**config.mk**
```make
export PLATFORM = sky130hd
export DESIGN_NAME = lieat_exu_dcache_arb_flat
export DESIGN_NICKNAME = d
export VERILOG_FILES = /design/src/rtl/lieat_exu_dcache_arb_if.sv /design/src/rtl/lieat_exu_dcache_arb.sv /design/src/flat_wrapper.sv
export SDC_FILE = /design/constraint.sdc
export NUM_CORES = 1
export LEC_CHECK = 0
export ABC_AREA = 1
export CAP_MARGIN = 0
export CORE_AREA = 5 5 122 124
export CTS_BUF_LIST = sky130_fd_sc_hd__clkbuf_4
export DETAILED_ROUTE_END_ITERATION = 12
export DIE_AREA = 0 0 127 129
export GPL_ROUTABILITY_DRIVEN = 0
export PLACE_DENSITY = 0.55
export RECOVER_POWER = 25
export SLEW_MARGIN = 30
export SYNTH_ARGS = -nofsm -noshare
export SYNTH_HDL_FRONTEND = slang
export SYNTH_SLANG_ARGS = --single-unit
export TNS_END_PERCENT = 100
```
**constraint.sdc**
```tcl
create_clock -name clock -period 1.4 [get_ports clock]
set_input_delay 0.21 -clock clock [delete_from_list [all_inputs] [get_ports clock]]
set_output_delay 0.21 -clock clock [all_outputs]
set_load 0.02 [all_outputs]
```
**src/rtl/lieat_exu_dcache_arb_if.sv**
```systemverilog
// ----------------------------------------------------------------------------
// lieat_exu_dcache_arb_if
// Bundle of every handshake bus around the dcache arbiter.
//   lsu_req_* / lsu_rsp_* : LSU request (with fence.i flag) and response
//   vpu_req_* / vpu_rsp_* : VPU request and response
//   mem_req_* / mem_rsp_* : single dcache request/response port
// Modports:
//   slave  : arbiter side (answers LSU/VPU, drives the dcache request)
//   master : environment side (LSU, VPU and dcache models)
// Handshake rule shared by every channel: a transfer happens on a rising clock
// edge where valid and ready are both high; valid never waits for ready.
// ----------------------------------------------------------------------------
interface lieat_exu_dcache_arb_if #(
  parameter int XLEN = 32
);
  logic            lsu_req_valid;
  logic            lsu_req_ready;
  logic            lsu_req_ren;
  logic            lsu_req_wen;
  logic            lsu_req_fencei;
  logic [XLEN-1:0] lsu_req_addr;
  logic [XLEN-1:0] lsu_req_wdata;
  logic [2:0]      lsu_req_flag;
  logic            lsu_rsp_valid;
  logic            lsu_rsp_ready;
  logic            lsu_rsp_fencei_over;
  logic [XLEN-1:0] lsu_rsp_rdata;

  logic            vpu_req_valid;
  logic            vpu_req_ready;
  logic            vpu_req_ren;
  logic            vpu_req_wen;
  logic [XLEN-1:0] vpu_req_addr;
  logic [XLEN-1:0] vpu_req_wdata;
  logic [2:0]      vpu_req_flag;
  logic            vpu_rsp_valid;
  logic            vpu_rsp_ready;
  logic [XLEN-1:0] vpu_rsp_rdata;

  logic            mem_req_valid;
  logic            mem_req_ready;
  logic            mem_req_ren;
  logic            mem_req_wen;
  logic            mem_req_fencei;
  logic [XLEN-1:0] mem_req_addr;
  logic [2:0]      mem_req_flag;
  logic [XLEN-1:0] mem_req_wdata;
  logic            mem_rsp_valid;
  logic            mem_rsp_ready;
  logic            mem_rsp_fencei_over;
  logic [XLEN-1:0] mem_rsp_rdata;

  modport slave (
    input  lsu_req_valid, lsu_req_ren, lsu_req_wen, lsu_req_fencei,
    input  lsu_req_addr, lsu_req_wdata, lsu_req_flag, lsu_rsp_ready,
    output lsu_req_ready, lsu_rsp_valid, lsu_rsp_fencei_over, lsu_rsp_rdata,
    input  vpu_req_valid, vpu_req_ren, vpu_req_wen,
    input  vpu_req_addr, vpu_req_wdata, vpu_req_flag, vpu_rsp_ready,
    output vpu_req_ready, vpu_rsp_valid, vpu_rsp_rdata,
    output mem_req_valid, mem_req_ren, mem_req_wen, mem_req_fencei,
    output mem_req_addr, mem_req_flag, mem_req_wdata, mem_rsp_ready,
    input  mem_req_ready, mem_rsp_valid, mem_rsp_fencei_over, mem_rsp_rdata
  );

  modport master (
    output lsu_req_valid, lsu_req_ren, lsu_req_wen, lsu_req_fencei,
    output lsu_req_addr, lsu_req_wdata, lsu_req_flag, lsu_rsp_ready,
    input  lsu_req_ready, lsu_rsp_valid, lsu_rsp_fencei_over, lsu_rsp_rdata,
    output vpu_req_valid, vpu_req_ren, vpu_req_wen,
    output vpu_req_addr, vpu_req_wdata, vpu_req_flag, vpu_rsp_ready,
    input  vpu_req_ready, vpu_rsp_valid, vpu_rsp_rdata,
    input  mem_req_valid, mem_req_ren, mem_req_wen, mem_req_fencei,
    input  mem_req_addr, mem_req_flag, mem_req_wdata, mem_rsp_ready,
    output mem_req_ready, mem_rsp_valid, mem_rsp_fencei_over, mem_rsp_rdata
  );
endinterface

```
**src/rtl/lieat_exu_dcache_arb.sv**
```systemverilog
// ----------------------------------------------------------------------------
// lieat_exu_dcache_arb
// Shares one dcache port between the LSU and the VPU with at most one
// outstanding transaction. Requests are granted combinationally in IDLE, the
// response is steered back to the owner, and a pipeline flush drops the
// outstanding response (consumed immediately or drained later).
// Ports:
//   clock       : sole clock, rising edge
//   reset       : asynchronous, active-low reset
//   flush_req   : pipeline flush from the commit unit
//   bus         : LSU / VPU / dcache handshake buses (slave modport)
//   arb_o_busy  : high whenever the FSM is not IDLE
//   o_dbg_state : current FSM state, for observation
// Configuration macro:
//   LIEAT_DCACHE_ARB_RR_EN : round-robin on simultaneous requests; when
//                            undefined the LSU always wins and no pointer
//                            register exists.
// ----------------------------------------------------------------------------
module lieat_exu_dcache_arb #(
  parameter int XLEN = 32
) (
  input  logic                  clock,
  input  logic                  reset,
  input  logic                  flush_req,
  lieat_exu_dcache_arb_if.slave bus,
  output logic                  arb_o_busy,
  output logic [2:0]            o_dbg_state
);

  typedef enum logic [2:0] {
    IDLE       = 3'd0,
    WAIT_LSU   = 3'd1,
    WAIT_VPU   = 3'd2,
    WAIT_FENCE = 3'd3,
    DRAIN      = 3'd4
  } state_t;

  state_t          r_state;
  state_t          w_next_state;
  logic            w_grant_vpu;
  logic            w_sel_valid;
  logic            w_req_hs;
  logic [XLEN-1:0] w_addr;
  logic [XLEN-1:0] w_wdata;

  // Grant selection. With no request pending the LSU is nominally granted,
  // which is harmless because mem_req_valid follows the (low) LSU valid.
`ifdef LIEAT_DCACHE_ARB_RR_EN
  // 1 = VPU is favoured on the next simultaneous request.
  logic r_rr_vpu;

  assign w_grant_vpu = bus.vpu_req_valid & (~bus.lsu_req_valid | r_rr_vpu);

  always_ff @(posedge clock or negedge reset) begin
    if (!reset) begin
      r_rr_vpu <= 1'b0;
    end else if (w_req_hs) begin
      r_rr_vpu <= ~w_grant_vpu;
    end
  end
`else
  assign w_grant_vpu = bus.vpu_req_valid & ~bus.lsu_req_valid;
`endif

  assign w_sel_valid = w_grant_vpu ? bus.vpu_req_valid : bus.lsu_req_valid;
  assign w_req_hs    = (r_state == IDLE) & ~flush_req & w_sel_valid & bus.mem_req_ready;

  // Request fields are steered from the granted requester at all times; only
  // mem_req_valid qualifies them.
  assign w_addr             = w_grant_vpu ? bus.vpu_req_addr  : bus.lsu_req_addr;
  assign w_wdata            = w_grant_vpu ? bus.vpu_req_wdata : bus.lsu_req_wdata;
  assign bus.mem_req_addr   = w_addr;
  assign bus.mem_req_wdata  = w_wdata;
  assign bus.mem_req_ren    = w_grant_vpu ? bus.vpu_req_ren  : bus.lsu_req_ren;
  assign bus.mem_req_wen    = w_grant_vpu ? bus.vpu_req_wen  : bus.lsu_req_wen;
  assign bus.mem_req_flag   = w_grant_vpu ? bus.vpu_req_flag : bus.lsu_req_flag;
  assign bus.mem_req_fencei = ~w_grant_vpu & bus.lsu_req_fencei;

  // Read data is passed straight through; the valids decide who sees it.
  assign bus.lsu_rsp_rdata = bus.mem_rsp_rdata;
  assign bus.vpu_rsp_rdata = bus.mem_rsp_rdata;

  assign arb_o_busy  = (r_state != IDLE);
  assign o_dbg_state = r_state;

  always_ff @(posedge clock or negedge reset) begin
    if (!reset) begin
      r_state <= IDLE;
    end else begin
      r_state <= w_next_state;
    end
  end

  always_comb begin
    w_next_state            = r_state;
    bus.mem_req_valid       = 1'b0;
    bus.lsu_req_ready       = 1'b0;
    bus.vpu_req_ready       = 1'b0;
    bus.lsu_rsp_valid       = 1'b0;
    bus.vpu_rsp_valid       = 1'b0;
    bus.lsu_rsp_fencei_over = 1'b0;
    bus.mem_rsp_ready       = 1'b0;

    case (r_state)
      IDLE: begin
        // A flush blocks new requests for the cycle it is asserted.
        if (!flush_req) begin
          bus.mem_req_valid = w_sel_valid;
          bus.lsu_req_ready = ~w_grant_vpu & bus.mem_req_ready;
          bus.vpu_req_ready =  w_grant_vpu & bus.mem_req_ready;
          if (w_req_hs) begin
            if (w_grant_vpu)             w_next_state = WAIT_VPU;
            else if (bus.lsu_req_fencei) w_next_state = WAIT_FENCE;
            else                         w_next_state = WAIT_LSU;
          end
        end
      end

      WAIT_LSU, WAIT_VPU: begin
        if (flush_req) begin
          // Flush beats the response: swallow it now or drain it later.
          bus.mem_rsp_ready = 1'b1;
          w_next_state      = bus.mem_rsp_valid ? IDLE : DRAIN;
        end else if (r_state == WAIT_LSU) begin
          bus.lsu_rsp_valid = bus.mem_rsp_valid;
          bus.mem_rsp_ready = bus.lsu_rsp_ready;
          if (bus.mem_rsp_valid && bus.lsu_rsp_ready) w_next_state = IDLE;
        end else begin
          bus.vpu_rsp_valid = bus.mem_rsp_valid;
          bus.mem_rsp_ready = bus.vpu_rsp_ready;
          if (bus.mem_rsp_valid && bus.vpu_rsp_ready) w_next_state = IDLE;
        end
      end

      WAIT_FENCE: begin
        // fence.i cannot be cancelled; it ends on the dcache's one-cycle pulse.
        bus.lsu_rsp_fencei_over = bus.mem_rsp_fencei_over;
        if (bus.mem_rsp_fencei_over) w_next_state = IDLE;
      end

      DRAIN: begin
        bus.mem_rsp_ready = 1'b1;
        if (bus.mem_rsp_valid) w_next_state = IDLE;
      end

      default: w_next_state = IDLE;
    endcase
  end

endmodule

```
**src/flat_wrapper.sv**
```systemverilog
// flat-port wrapper written by rule: the top's interface ports become plain ports
module lieat_exu_dcache_arb_flat 
#(
  parameter int XLEN = 32
)
  (clock, reset, flush_req, arb_o_busy, o_dbg_state, bus_lsu_req_valid, bus_lsu_req_ren, bus_lsu_req_wen, bus_lsu_req_fencei, bus_lsu_req_addr, bus_lsu_req_wdata, bus_lsu_req_flag, bus_lsu_rsp_ready, bus_lsu_req_ready, bus_lsu_rsp_valid, bus_lsu_rsp_fencei_over, bus_lsu_rsp_rdata, bus_vpu_req_valid, bus_vpu_req_ren, bus_vpu_req_wen, bus_vpu_req_addr, bus_vpu_req_wdata, bus_vpu_req_flag, bus_vpu_rsp_ready, bus_vpu_req_ready, bus_vpu_rsp_valid, bus_vpu_rsp_rdata, bus_mem_req_valid, bus_mem_req_ren, bus_mem_req_wen, bus_mem_req_fencei, bus_mem_req_addr, bus_mem_req_flag, bus_mem_req_wdata, bus_mem_rsp_ready, bus_mem_req_ready, bus_mem_rsp_valid, bus_mem_rsp_fencei_over, bus_mem_rsp_rdata);
  lieat_exu_dcache_arb_if #(.XLEN(XLEN)) bus_i ();
  input  logic clock;
  input  logic reset;
  input  logic flush_req;
  output logic arb_o_busy;
  output logic [2:0] o_dbg_state;
  input wire logic [$bits(bus_i.lsu_req_valid)-1:0] bus_lsu_req_valid;
  input wire logic [$bits(bus_i.lsu_req_ren)-1:0] bus_lsu_req_ren;
  input wire logic [$bits(bus_i.lsu_req_wen)-1:0] bus_lsu_req_wen;
  input wire logic [$bits(bus_i.lsu_req_fencei)-1:0] bus_lsu_req_fencei;
  input wire logic [$bits(bus_i.lsu_req_addr)-1:0] bus_lsu_req_addr;
  input wire logic [$bits(bus_i.lsu_req_wdata)-1:0] bus_lsu_req_wdata;
  input wire logic [$bits(bus_i.lsu_req_flag)-1:0] bus_lsu_req_flag;
  input wire logic [$bits(bus_i.lsu_rsp_ready)-1:0] bus_lsu_rsp_ready;
  output wire logic [$bits(bus_i.lsu_req_ready)-1:0] bus_lsu_req_ready;
  output wire logic [$bits(bus_i.lsu_rsp_valid)-1:0] bus_lsu_rsp_valid;
  output wire logic [$bits(bus_i.lsu_rsp_fencei_over)-1:0] bus_lsu_rsp_fencei_over;
  output wire logic [$bits(bus_i.lsu_rsp_rdata)-1:0] bus_lsu_rsp_rdata;
  input wire logic [$bits(bus_i.vpu_req_valid)-1:0] bus_vpu_req_valid;
  input wire logic [$bits(bus_i.vpu_req_ren)-1:0] bus_vpu_req_ren;
  input wire logic [$bits(bus_i.vpu_req_wen)-1:0] bus_vpu_req_wen;
  input wire logic [$bits(bus_i.vpu_req_addr)-1:0] bus_vpu_req_addr;
  input wire logic [$bits(bus_i.vpu_req_wdata)-1:0] bus_vpu_req_wdata;
  input wire logic [$bits(bus_i.vpu_req_flag)-1:0] bus_vpu_req_flag;
  input wire logic [$bits(bus_i.vpu_rsp_ready)-1:0] bus_vpu_rsp_ready;
  output wire logic [$bits(bus_i.vpu_req_ready)-1:0] bus_vpu_req_ready;
  output wire logic [$bits(bus_i.vpu_rsp_valid)-1:0] bus_vpu_rsp_valid;
  output wire logic [$bits(bus_i.vpu_rsp_rdata)-1:0] bus_vpu_rsp_rdata;
  output wire logic [$bits(bus_i.mem_req_valid)-1:0] bus_mem_req_valid;
  output wire logic [$bits(bus_i.mem_req_ren)-1:0] bus_mem_req_ren;
  output wire logic [$bits(bus_i.mem_req_wen)-1:0] bus_mem_req_wen;
  output wire logic [$bits(bus_i.mem_req_fencei)-1:0] bus_mem_req_fencei;
  output wire logic [$bits(bus_i.mem_req_addr)-1:0] bus_mem_req_addr;
  output wire logic [$bits(bus_i.mem_req_flag)-1:0] bus_mem_req_flag;
  output wire logic [$bits(bus_i.mem_req_wdata)-1:0] bus_mem_req_wdata;
  output wire logic [$bits(bus_i.mem_rsp_ready)-1:0] bus_mem_rsp_ready;
  input wire logic [$bits(bus_i.mem_req_ready)-1:0] bus_mem_req_ready;
  input wire logic [$bits(bus_i.mem_rsp_valid)-1:0] bus_mem_rsp_valid;
  input wire logic [$bits(bus_i.mem_rsp_fencei_over)-1:0] bus_mem_rsp_fencei_over;
  input wire logic [$bits(bus_i.mem_rsp_rdata)-1:0] bus_mem_rsp_rdata;
  assign bus_i.lsu_req_valid = bus_lsu_req_valid;
  assign bus_i.lsu_req_ren = bus_lsu_req_ren;
  assign bus_i.lsu_req_wen = bus_lsu_req_wen;
  assign bus_i.lsu_req_fencei = bus_lsu_req_fencei;
  assign bus_i.lsu_req_addr = bus_lsu_req_addr;
  assign bus_i.lsu_req_wdata = bus_lsu_req_wdata;
  assign bus_i.lsu_req_flag = bus_lsu_req_flag;
  assign bus_i.lsu_rsp_ready = bus_lsu_rsp_ready;
  assign bus_lsu_req_ready = bus_i.lsu_req_ready;
  assign bus_lsu_rsp_valid = bus_i.lsu_rsp_valid;
  assign bus_lsu_rsp_fencei_over = bus_i.lsu_rsp_fencei_over;
  assign bus_lsu_rsp_rdata = bus_i.lsu_rsp_rdata;
  assign bus_i.vpu_req_valid = bus_vpu_req_valid;
  assign bus_i.vpu_req_ren = bus_vpu_req_ren;
  assign bus_i.vpu_req_wen = bus_vpu_req_wen;
  assign bus_i.vpu_req_addr = bus_vpu_req_addr;
  assign bus_i.vpu_req_wdata = bus_vpu_req_wdata;
  assign bus_i.vpu_req_flag = bus_vpu_req_flag;
  assign bus_i.vpu_rsp_ready = bus_vpu_rsp_ready;
  assign bus_vpu_req_ready = bus_i.vpu_req_ready;
  assign bus_vpu_rsp_valid = bus_i.vpu_rsp_valid;
  assign bus_vpu_rsp_rdata = bus_i.vpu_rsp_rdata;
  assign bus_mem_req_valid = bus_i.mem_req_valid;
  assign bus_mem_req_ren = bus_i.mem_req_ren;
  assign bus_mem_req_wen = bus_i.mem_req_wen;
  assign bus_mem_req_fencei = bus_i.mem_req_fencei;
  assign bus_mem_req_addr = bus_i.mem_req_addr;
  assign bus_mem_req_flag = bus_i.mem_req_flag;
  assign bus_mem_req_wdata = bus_i.mem_req_wdata;
  assign bus_mem_rsp_ready = bus_i.mem_rsp_ready;
  assign bus_i.mem_req_ready = bus_mem_req_ready;
  assign bus_i.mem_rsp_valid = bus_mem_rsp_valid;
  assign bus_i.mem_rsp_fencei_over = bus_mem_rsp_fencei_over;
  assign bus_i.mem_rsp_rdata = bus_mem_rsp_rdata;
  lieat_exu_dcache_arb #(.XLEN(XLEN)) u_core (.clock(clock), .reset(reset), .flush_req(flush_req), .bus(bus_i), .arb_o_busy(arb_o_busy), .o_dbg_state(o_dbg_state));
endmodule
```
==> impl_summary.md <==
Worst setup path
The data required time of the worst path is 1190 ps. The maximum net fanout on the critical path is 4. The worst reg-to-reg path cell count is 8. The setup check on the worst reg-to-reg path leaves a slack of 80 ps. For this run, the slowest stage of the critical path takes 430 ps.

Traced cell by cell, the critical path runs through nor2_4, nand2_2, buf_6, nor3b_2, buf_4. For this design, the slowest cell found on the critical path is sky130_fd_sc_hd__dfrtp_2. The critical path runs through a total of 5 cells. The number of buffer and inverter instances along the worst setup path is 2. The worst flop-to-flop path endpoint is u_core.o_dbg_state[0]. In this run the worst setup path begins at u_core.o_dbg_state[1]. The worst setup path endpoint is bus_vpu_rsp_valid.

The category of cells accounting for the largest share of critical-path delay is flip-flops. The worst setup path is launched from a register. The data arrival time of the critical path is 1330 ps. The worst setup path is of the register to output pin kind. The nature of the critical path endpoint is an output pin.

The startpoint identified for the worst register-to-register timing path is u_core.o_dbg_state[1].

Global route
The number of antenna violations at the first check in global routing is 0. The overall track demand over capacity in global routing is 12.6%. The number of global-route vias before repair is 3134.

Entering global routing, the biggest net connects 21 pins. For this run the aggregate overflow at the end of global routing stands at 0. The first global-routing pass estimated 16300 um of wire.

Floorplanning
The number of cell rows is 43. The die covers 16400 um^2. Pin placement for this block handled 326 I/O pins.

The height of the chip is 129 um. Measured along the x axis, the die boundary spans 127 um. The core region area is 13700 um^2. The initial utilization of the core area, before any placement, comes to 12.2%.

Clocking
The number of clock buffers inserted by TritonCTS is 3. TritonCTS built the clock tree. The number of buffers on the longest clock path is 2. After clock tree synthesis, the clock-pin slew on the worst setup and hold paths is 40 ps. The later pin in the worst-skew pair is clocked with a latency of 230 ps. CTS built an H-tree with a depth of 1. The tree is rooted in a sky130_fd_sc_hd__clkbuf_4.

The number of clock sinks seen by CTS is 3.

Pwr
The total power density per cell area is 680 nW/um^2. The total chip power is 2.99 mW. The total leakage power is 2.23 nW.

The largest vdd supply drop is 0.000362 V.

Run
The max-cap violation count is 0.

Yosys
For this run, the number of Yosys warnings is 0. When the netlist entered floorplanning its net count stood at 523. The synthesized area is 1670 um^2. The count of different cell masters after synthesis is 24. The sequential element share of the synthesized area is 4.50%.

After synthesis, the mean cell area works out to 4.88 um^2. After technology mapping, the gate count stands at 342. The count of state elements after synthesis is 3.

Timing
The final cycle utilization of the critical path is 110%. The shortest period the worst path allows is 1540 ps. For the final database, setup skew stands at 1.41 ps. Hold is met by 233 ps.

Setup repair after global routing could not meet its margin everywhere. In this run the tightest slew margin relative to its limit is 84.1%. The max-slew violation total from the final report is 0. Setup violations remaining at the end of the flow were counted as 8. The measured slew at the worst slew-check pin is 237 ps. For this run, the top clock speed supported by timing is 649 MHz. For the final routed database, the setup TNS stands at -802 ps.

The final hold violation count came to 0. Across all setup checks in the final design, the least slack found is -140 ps.

Routing
The amount of wire on met2 after detailed routing is 5830 um. The post-route antenna net violation count is 0. After detailed routing, the number of remaining DRC violations is 0. The detailed router placed 2821 vias in this run. The routed wirelength normalized by instance count is 15.0 um. The routed wire length on met3 is 1230 um. The average vias per placed instance is 3.85. The detailed router used layers up to and including met4. The detailed router put a total of 3710 um of wire on met1. After the first detailed-routing iteration, the DRC count stood at 76. The total wire length after detailed routing is 11000 um. The number of iterations in the first detailed-routing pass is 4.

Place
Detailed placement ended at an HPWL of 7550 um. The number of buffers added on ports is 229.

Cells and area
In the layout the commonest cells are 209 x sky130_fd_sc_hd__nand2_1, 144 x sky130_fd_sc_hd__clkdlybuf4s50_1, 44 x sky130_fd_sc_hd__buf_2. The fraction of layout cells with a size suffix above 1 is 32.2%. The area overhead of the layout relative to synthesis is 163%. The final-stage net count is 735. Leaving out fill and tap cells, the most frequent cell in the layout is sky130_fd_sc_hd__nand2_1. The number of flip-flops under the largest register name is 3. The number of antenna diodes in the final layout is 0.

Run status
The final reports fail on negative setup slack. The flow ran to the end, but the final reports show violations.

Worst hold path
The worst hold path class is input pin to asynchronous set/reset pin.
what timing repair did:
item                                    4_1_cts  5_1_grt
buffers inserted                             19        3
pin swaps                                     6       10
gates cloned                                 11        1
hold buffers                                  0        0
endpoints found under the setup margin       81       36
gates resized for setup                     406       37
worst min path at each step:
stage / startpoint / to / slack, ps
final: reset / u_core.o_dbg_state[0] / 230
after global routing: reset / u_core.o_dbg_state[2] / 230
after CTS: reset / u_core.o_dbg_state[0] / 160
after detailed placement: reset / u_core.o_dbg_state[1] / 410
after global placement: reset / u_core.o_dbg_state[0] / 410
after floorplan: reset / u_core.o_dbg_state[0] / -90
metal layers:
metal	global-route usage, %	vias to the layer above
met4	4.61	0
li1	-	1398
met1	12.5	1216
met3	4.86	27
met5	0	-
met2	23.9	180
power breakdown:
part / switching [mW] / total, mW / internal [mW]
Combinational: 1.21 / 2.63 / 1.42
Clock: 0.0461 / 0.172 / 0.126
Sequential: 0.0528 / 0.179 / 0.126
cells by family after synthesis:
logic type / Yosys count / synth area share (%)
DFF: 3 / 4.50
and+or+nand+nor: 243 / 57.9
AOI/OAI and AO/OA: 5 / 2.25
buffers and inverters: 91 / 35.4
area by class of cell:
cell class / count / area (um^2)
inverters: 13 / 63.8
repair buffers: 285 / 2860
flip-flops and latches: 3 / 77.6
well taps: 180 / 225
fillers: 1478 / 9280
clock buffers: 4 / 30.0
multi-input cells: 248 / 1130
through the flow:
step	instance area, um^2	util, %	cells	worst slack [ps]
floorplan	1700	-	342	-55.5
global placement	3910	28.6	698	-758
detailed placement	3910	28.6	698	-765
CTS	4330	31.7	731	-200
global route	4390	32.1	733	-207
finish	4390	32.1	733	-140
cell usage after synthesis:
library cell               instances  share of area, %
sky130_fd_sc_hd__a21oi_1           2              0.60
sky130_fd_sc_hd__a21oi_4           1              0.97
sky130_fd_sc_hd__buf_1             6               1.3
sky130_fd_sc_hd__buf_2             7               2.1
sky130_fd_sc_hd__buf_4            64                29
sky130_fd_sc_hd__clkbuf_1          1              0.22
sky130_fd_sc_hd__dfrtp_1           3               4.5
sky130_fd_sc_hd__inv_1            11               2.5
sky130_fd_sc_hd__inv_2             2              0.45
sky130_fd_sc_hd__nand2_1         223                50
sky130_fd_sc_hd__nand2_2           2              0.75
sky130_fd_sc_hd__nand3_1           2              0.60
sky130_fd_sc_hd__nand3_2           1              0.60
sky130_fd_sc_hd__nand3b_1          1              0.45
sky130_fd_sc_hd__nand4_1           2              0.75
sky130_fd_sc_hd__nand4_2           1              0.75
sky130_fd_sc_hd__nor2_1            4              0.90
sky130_fd_sc_hd__nor2_2            1              0.38
sky130_fd_sc_hd__nor3_1            1              0.30
sky130_fd_sc_hd__nor3_2            1              0.60
sky130_fd_sc_hd__nor3b_1           2              0.90
sky130_fd_sc_hd__nor4_1            2              0.75
sky130_fd_sc_hd__o21ai_0           1              0.30
sky130_fd_sc_hd__o22ai_1           1              0.38
Note: power is estimated with default switching activity, not from simulation.
